$ cat src/rtl/mu0_pkg.sv
// Shared constants and types for the MU0 control unit: opcodes, ALU modes,
// FSM state encoding and the bundle of datapath control lines.
package mu0_pkg;

  localparam logic [3:0] OP_LDA = 4'd0;
  localparam logic [3:0] OP_STA = 4'd1;
  localparam logic [3:0] OP_ADD = 4'd2;
  localparam logic [3:0] OP_SUB = 4'd3;
  localparam logic [3:0] OP_JMP = 4'd4;
  localparam logic [3:0] OP_JGE = 4'd5;
  localparam logic [3:0] OP_JNE = 4'd6;
  localparam logic [3:0] OP_STP = 4'd7;

  localparam logic [1:0] M_Y   = 2'b00;
  localparam logic [1:0] M_ADD = 2'b01;
  localparam logic [1:0] M_INC = 2'b10;
  localparam logic [1:0] M_SUB = 2'b11;

  localparam logic [2:0] S_IDLE  = 3'd0;
  localparam logic [2:0] S_FETCH = 3'd1;
  localparam logic [2:0] S_EXEC  = 3'd2;
  localparam logic [2:0] S_HALT  = 3'd3;
  localparam logic [2:0] S_FAULT = 3'd4;

  typedef struct packed {
    logic       x_sel;
    logic       y_sel;
    logic       addr_sel;
    logic       pc_en;
    logic       ir_en;
    logic       acc_en;
    logic [1:0] m;
    logic       rd;
    logic       wr;
  } ctrl_t;

  // Opcodes 0..3 (LDA, STA, ADD, SUB) touch memory during EXEC.
  function automatic logic is_mem_op(input logic [3:0] f);
    return (f[3:2] == 2'b00);
  endfunction

endpackage

$ cat src/rtl/mu0_wait_timer.sv
// Counts consecutive stalled cycles of a bus access and strobes timeout on the
// stalled cycle whose edge would bring the count to TIMEOUT.
module mu0_wait_timer #(
  parameter int TIMEOUT = 16,
  parameter int TW      = 8
) (
  input  logic clk,
  input  logic rst_n,
  input  logic clear,
  input  logic count,
  output logic timeout
);

  logic [TW-1:0] cnt;

  always_ff @(posedge clk or negedge rst_n) begin
    if (!rst_n) begin
      cnt <= '0;
    end else if (clear) begin
      cnt <= '0;
    end else if (count) begin
      cnt <= cnt + TW'(1);
    end
  end

  assign timeout = count && (cnt == TW'(TIMEOUT - 1));

endmodule

$ cat src/rtl/mu0_control.sv
// MU0 control unit: fetch/execute sequencer, opcode decode to datapath
// control lines, and a memory handshake with wait states and bus timeout.
module mu0_control
  import mu0_pkg::*;
#(
  parameter int TIMEOUT = 16,
  parameter int TW      = 8
) (
  input  logic       Clk,
  input  logic       Reset,
  input  logic [3:0] F,
  input  logic       N,
  input  logic       Z,
  input  logic       Mem_Ready,
  input  logic       Resume,
  output logic       X_sel,
  output logic       Y_sel,
  output logic       Addr_sel,
  output logic       PC_En,
  output logic       IR_En,
  output logic       Acc_En,
  output logic [1:0] M,
  output logic       Rd,
  output logic       Wr,
  output logic       Halted,
  output logic       Fault,
  output logic [2:0] state
);

  logic [2:0] state_r;
  logic [2:0] nxt;
  ctrl_t      ctrl;
  logic       pending;
  logic       timeout;

  // Handshake: Rd/Wr are held high on every cycle of a pending access; the
  // access completes on a cycle where Mem_Ready=1, and only that cycle may
  // assert register enables. Consecutive Mem_Ready=0 cycles count toward timeout.
  assign pending = (state_r == S_FETCH) || ((state_r == S_EXEC) && is_mem_op(F));

  mu0_wait_timer #(
    .TIMEOUT(TIMEOUT),
    .TW     (TW)
  ) u_wait_timer (
    .clk    (Clk),
    .rst_n  (Reset),
    .clear  (!pending || Mem_Ready),
    .count  (pending && !Mem_Ready),
    .timeout(timeout)
  );

  always_comb begin
    ctrl = '0;
    nxt  = state_r;
    case (state_r)
      S_IDLE: nxt = S_FETCH;
      S_FETCH: begin
        ctrl.rd    = 1'b1;
        ctrl.x_sel = 1'b1;
        ctrl.m     = M_INC;
        if (Mem_Ready) begin
          ctrl.ir_en = 1'b1;
          ctrl.pc_en = 1'b1;
          nxt        = S_EXEC;
        end else if (timeout) begin
          nxt = S_FAULT;
        end
      end
      S_EXEC: begin
        nxt = S_FETCH;
        case (F)
          OP_LDA: begin
            ctrl.addr_sel = 1'b1;
            ctrl.rd       = 1'b1;
            ctrl.m        = M_Y;
            ctrl.acc_en   = Mem_Ready;
          end
          OP_STA: begin
            ctrl.addr_sel = 1'b1;
            ctrl.wr       = 1'b1;
          end
          OP_ADD, OP_SUB: begin
            ctrl.addr_sel = 1'b1;
            ctrl.rd       = 1'b1;
            ctrl.m        = (F == OP_ADD) ? M_ADD : M_SUB;
            ctrl.acc_en   = Mem_Ready;
          end
          OP_JMP, OP_JGE, OP_JNE: begin
            ctrl.y_sel = 1'b1;
            ctrl.m     = M_Y;
            ctrl.pc_en = (F == OP_JMP) ? 1'b1 : (F == OP_JGE) ? ~N : ~Z;
          end
          OP_STP:  nxt = S_HALT;
          default: ;
        endcase
        if (is_mem_op(F) && !Mem_Ready) begin
          nxt = timeout ? S_FAULT : S_EXEC;
        end
      end
      S_HALT:  if (Resume) nxt = S_FETCH;
      S_FAULT: nxt = S_FAULT;
      default: nxt = S_IDLE;
    endcase
  end

  always_ff @(posedge Clk or negedge Reset) begin
    if (!Reset) begin
      state_r <= S_IDLE;
    end else begin
      state_r <= nxt;
    end
  end

  assign X_sel    = ctrl.x_sel;
  assign Y_sel    = ctrl.y_sel;
  assign Addr_sel = ctrl.addr_sel;
  assign PC_En    = ctrl.pc_en;
  assign IR_En    = ctrl.ir_en;
  assign Acc_En   = ctrl.acc_en;
  assign M        = ctrl.m;
  assign Rd       = ctrl.rd;
  assign Wr       = ctrl.wr;
  assign Halted   = (state_r == S_HALT);
  assign Fault    = (state_r == S_FAULT);
  assign state    = state_r;

endmodule
$ cat config.mk
export PLATFORM = sky130hd
export DESIGN_NAME = mu0_control
export DESIGN_NICKNAME = d
export VERILOG_FILES = /design/src/rtl/mu0_pkg.sv /design/src/rtl/mu0_wait_timer.sv /design/src/rtl/mu0_control.sv
export SDC_FILE = /design/constraint.sdc
export NUM_CORES = 1
export LEC_CHECK = 0
export CORE_MARGIN = 4
export CORE_UTILIZATION = 30
export CTS_BUF_LIST = sky130_fd_sc_hd__clkbuf_4 sky130_fd_sc_hd__clkbuf_8 sky130_fd_sc_hd__clkbuf_16
export DETAILED_ROUTE_END_ITERATION = 10
export PLACE_DENSITY = 0.69
export SLEW_MARGIN = 10
export SYNTH_ARGS = -nofsm -noshare
export SYNTH_HDL_FRONTEND = slang
export SYNTH_SLANG_ARGS = --single-unit
$ cat constraint.sdc
create_clock -name Clk -period 6.02 [get_ports Clk]
set_clock_uncertainty 0.15 [all_clocks]
set_input_delay 1.204 -clock Clk [delete_from_list [all_inputs] [get_ports Clk]]
set_output_delay 1.204 -clock Clk [all_outputs]
set_load 0.02 [all_outputs]
==> results.cfg, run 1 <==
[power_and_ir_drop]
powerDensity_mw_per_mm2 = 375
ir_drop_uv = 199
p_leak_nw = 0.386

[place]
dp_hpwl_mm = 1.24
place_ws_ns = 1.37
io_buffers = 24
dp_cells = 126
place_congestion = 0.770
dpl-instance-area_sq_um = 931

[setup_path]
max_stage_delay_ns = 0.60
cpMaxStageDelayCell = clkdlybuf4s50_1
r2r_slack_ns = 3.65
reg2reg_from = state[0]
arrival_ns = 3.30
reg2reg_depth = 4
path_max_fanout = 5
path_cells = clkdlybuf4s50_1 > or4b_4 > nor2_1 > and3_1 > clkdlybuf4s50_1
reg2reg_to = state[1]
setup.worst_path.end_class = output pin
worstSetupPathType = input port to output pin
cpMostUsedCell = clkdlybuf4s50_1
crit_path_start_kind = input port
cp.required_ns = 4.67

[cts]
cts_tree = done
htree_levels = 1
cts_hold_buf = 0
cts-buffers-inserted = 3
cts_setup_buffers = 0
clkSinkCount = 11
clk_pin_slew_worst_paths_ns = 0.07
cts_buffer_depth = 2
clock_latency_ns = 0.27
cts_root_buffer = clkbuf_4
cts-resized-gates = 0

[timing]
drv_slew = 0
hold_violations = 0
setup_slack_ns = 1.36
max_freq_ghz = 0.215
worst_slew_pin_slew_ns = 0.490
whs_ns = 0.315
period_needed_ns = 4.66
slew_headroom_pct = 67.2
post-route-period-util_pct = 77.4
rsz0062_at_grt = no
tns_ns = 0
setup_viol = 0

[hold_path]
min_to = u_wait_timer.cnt[0]
hold_start = u_wait_timer.cnt[0]
hold_class = flip-flop to flip-flop
min_path_cells = 1

[die]
chipWidth_um = 55.6
die_area_sq_mm = 0.00309
row_count = 16
core_sq_mm = 0.00206
dieHeight_um = 55.6
ios = 25
start_util_pct = 32.9

[grt]
track_usage_pct = 11.1
grt_pass1_wl_mm = 2.74
grt-ovfl-total = 0
grt_max_degree = 12
antenna_found_initial = 0
grt_pass1_vias = 612

[yosys]
synthesis.nets = 89
synth.avg_cell_area_sq_um = 8.71
syn_area_sq_um = 679
ys_types = 31
synth-seq-cells = 11
ys_warn_count = 0
synthCells = 78
synth_seq_area_share_pct = 40.5

[routing]
route.detailed.drc = 0
drt_iter0_markers = 20
wire_per_inst_um = 12.5
vias = 629
totalWireLength_mm = 1.63
first_pass_iters = 4
postRouteAntennaNets = 0
viasPerCell = 4.84

[final_layout]
nFillCells = 200
layout-drive-gt1-share_pct = 5.83
instances_no_fill = 130
layout_common_cells = clkdlybuf4s50_1, nor2_1, dfrtp_1
final_cell_area_sq_um = 958
area_growth_pct = 41.1
final_common_cell = clkdlybuf4s50_1
nets = 115
antennaDiodeCount = 0

[outcome]
run_status = completed

[job]
drv_cap = 0
where the power goes:
group | switching, mW | leakage [nW] | total, mW | internal (mW)
clock | 0.0248 | 0.0177 | 0.0495 | 0.0246
sequential | 0.0240 | 0.149 | 0.111 | 0.0871
combinational | 0.0998 | 0.220 | 0.199 | 0.0992
total | 0.149 | 0.386 | 0.360 | 0.211
how the worst max path moves through the flow:
stage / start / end / slack (ns) / cells past startpoint
after floorplan: F[2] / Acc_En / 2.18 / 3
after global placement: F[2] / Acc_En / 1.43 / 5
after detailed placement: F[2] / Acc_En / 1.37 / 5
after CTS: F[2] / Acc_En / 1.37 / 5
after global routing: F[2] / Acc_En / 1.30 / 5
final: F[2] / Acc_En / 1.36 / 5
registers in the layout, summed over array words and instances, names as in the netlist:
signal	flops
state	3
u_wait_timer.cnt	8
cell type report:
class	instances	area [sq um]	area share (%)
Multi-Input combinational cell	62	374	39.0
Sequential cell	11	275	28.7
Timing Repair Buffer	24	240	25.1
Tap cell	27	33.8	3.52
Clock buffer	3	22.5	2.35
Inverter	2	7.51	0.783
Clock inverter	1	5.00	0.522
kinds of logic after synthesis:
family          Yosys count  synth area share [%]
simple gates             40                  30.9
compound gates           16                  15.8
flops                    11                  40.5
xor+xnor                  5                  6.45
buf+inv                   5                  4.42
fa+ha+maj                 1                  1.84
Yosys cell counts:
master | instances | share of area (%)
or3_1 | 3 | 2.8
or4b_4 | 1 | 2.0
clkbuf_1 | 1 | 0.55
a211o_1 | 1 | 1.3
nor2_1 | 12 | 6.6
buf_6 | 1 | 1.7
a21o_1 | 1 | 1.1
o21ai_0 | 4 | 2.9
a21boi_0 | 1 | 1.1
xor2_1 | 2 | 2.6
nor4_1 | 1 | 0.92
nor3_1 | 4 | 2.9
and2b_1 | 1 | 1.1
a32o_1 | 1 | 1.5
o21bai_1 | 1 | 1.1
and3_1 | 2 | 1.8
nor4b_1 | 1 | 1.3
inv_1 | 2 | 1.1
nand2b_1 | 2 | 1.8
buf_4 | 1 | 1.1
o211ai_1 | 1 | 1.1
nor2b_1 | 2 | 1.8
o311a_1 | 1 | 1.5
ha_1 | 1 | 1.8
xnor2_1 | 3 | 3.9
nand3_1 | 3 | 2.2
dfrtp_1 | 11 | 41
and2_1 | 3 | 2.8
nand2_1 | 5 | 2.8
a21oi_1 | 4 | 2.9
a31o_2 | 1 | 1.3
per-stage QoR:
| step | util (%) | power (mW) |
|---|---|---|
| finish | 46.5 | 0.360 |
| global route | 46.5 | 0.384 |
| detailed placement | 45.1 | 0.312 |
| CTS | 46.5 | 0.363 |
| floorplan | - | 0.229 |
| global placement | 45.1 | 0.312 |
metal layers:
| layer | track usage (%) | vias up | part of all wire (%) |
|---|---|---|---|
| met5 | 0 | - | 0 |
| met4 | 4.17 | 0 | 1.5 |
| met3 | 3.94 | 4 | 4.3 |
| met2 | 17.9 | 15 | 47 |
| met1 | 13.5 | 288 | 47 |
| li1 | - | 322 | - |
critical path: cells and delay by family:
| kind | cells | cell delay (ns) |
|---|---|---|
| AND/OR/NAND/NOR | 3 | 1.03 |
| buffers and inverters | 2 | 1.07 |
(Power assumes the default switching activity.)
==> run 2: changes to the inputs <==
PLACE_DENSITY = 0.71   (was 0.69)
clock period = 4.2 ns   (was 6.02 ns; I/O delays follow)
==> run 2 against run 1 <==
Net effect: cell area is 0.26% higher; combinational power is 44% higher; clock power is 57% higher; largest cell class unchanged; largest power group unchanged; highest routed layer unchanged.
==> results.cfg, run 2 (same netlist as run 1, synthesis figures left out) <==
[cts]
cts-buffers-inserted = 3
clkSinkCount = 11
cts_buffer_depth = 2
htree_levels = 1
cts_hold_buf = 0
cts_setup_buffers = 0
cts-resized-gates = 0
clock_latency_ns = 0.27
clk_pin_slew_worst_paths_ns = 0.06
cts_tree = done
cts_root_buffer = clkbuf_4

[final_layout]
final_util_pct = 46.6
antennaDiodeCount = 0
largest_register_ffs = 8
nets = 115
area_growth_pct = 41.4
instances_no_fill = 130
final_cell_area_sq_um = 961
layout-drive-gt1-share_pct = 5.83
regMostFlops = u_wait_timer.cnt
layout_common_cells = clkdlybuf4s50_1, nor2_1, dfrtp_1
final_common_cell = clkdlybuf4s50_1

[routing]
wire_per_inst_um = 12.6
totalWireLength_mm = 1.64
viasPerCell = 4.94
postRouteAntennaNets = 0
vias = 642
drt_iter0_markers = 17
route.detailed.drc = 0
first_pass_iters = 4

[timing]
setup_viol = 0
post-route-period-util_pct = 93.2
rsz0062_at_grt = no
worst_slew_pin_slew_ns = 0.462
tns_ns = 0
hold_violations = 0
period_needed_ns = 3.91
drv_slew = 0
slew_headroom_pct = 68.8
max_freq_ghz = 0.256

[power_and_ir_drop]
p_leak_nw = 0.387
powerDensity_mw_per_mm2 = 544
power_uw = 523
ir_drop_uv = 245

[hold_path]
hold_class = flip-flop to flip-flop

[setup_path]
worstSetupPathType = input port to output pin
setup.worst_path.end_class = output pin
r2r_slack_ns = 1.85
cp.required_ns = 3.21
path_max_fanout = 5
arrival_ns = 2.92
crit_path_start_kind = input port

[grt]
track_usage_pct = 11.4
antenna_found_initial = 0
grt-ovfl-total = 0
grt_max_degree = 12
grt_pass1_vias = 637
grt_pass1_wl_mm = 2.86

[place]
place_congestion = 0.738
dpl-instance-area_sq_um = 931
io_buffers = 24
dp_cells = 126
dp_hpwl_mm = 1.29

[die]
start_util_pct = 32.9
dieHeight_um = 55.6
chipWidth_um = 55.6
row_count = 16
ios = 25
core_sq_mm = 0.00206
die_area_sq_mm = 0.00309

[outcome]
run_status = completed

[job]
drv_cap = 0
## run 2: area by class of cell
cell class,count,area (sq um)
clock buffers,4,30.0
inverters,2,7.51
repair buffers,24,240
well taps,27,33.8
flip-flops and latches,11,275
fillers,205,1100
multi-input cells,62,374
## run 2: stage by stage
stage               hold WS (ns)  worst slack (ns)
floorplan                  0.279              1.08
global placement           0.300             0.333
detailed placement         0.308             0.294
CTS                        0.317             0.293
global route               0.335             0.160
finish                     0.323             0.286
## run 2: per-layer routing
metal / up-vias / part of all wire (%) / wire length (um) / global-route usage, %
li1: 324 / - / - / -
met1: 307 / 45 / 737 / 14.1
met2: 9 / 50 / 822 / 19.1
met3: 2 / 4.3 / 71 / 4.18
met4: 0 / 0.73 / 12 / 2.08
met5: - / 0 / 0 / 0
## run 2: report_power, final
group	total (mW)	internal [mW]	leakage, nW	switching [mW]
clock	0.0779	0.0432	0.0184	0.0347
sequential	0.159	0.125	0.149	0.0339
combinational	0.286	0.142	0.220	0.144
total	0.523	0.310	0.387	0.212
## run 2: final timing paths
path,startpoint,end,depth (start not counted)
hold / removal,u_wait_timer.cnt[0],u_wait_timer.cnt[0],1
min in group asynchronous,Reset,u_wait_timer.cnt[5],1
setup / recovery,F[2],Acc_En,5
setup reg to reg,state[1],state[1],4
max in group asynchronous,Reset,state[0],1
hold reg to reg,u_wait_timer.cnt[0],u_wait_timer.cnt[0],1
## run 2: worst max-delay path: stages
cell and delay (ns):
clkdlybuf4s50_1 0.47, or4b_4 0.58, nor2_1 0.24, and3_1 0.20
clkdlybuf4s50_1 0.60
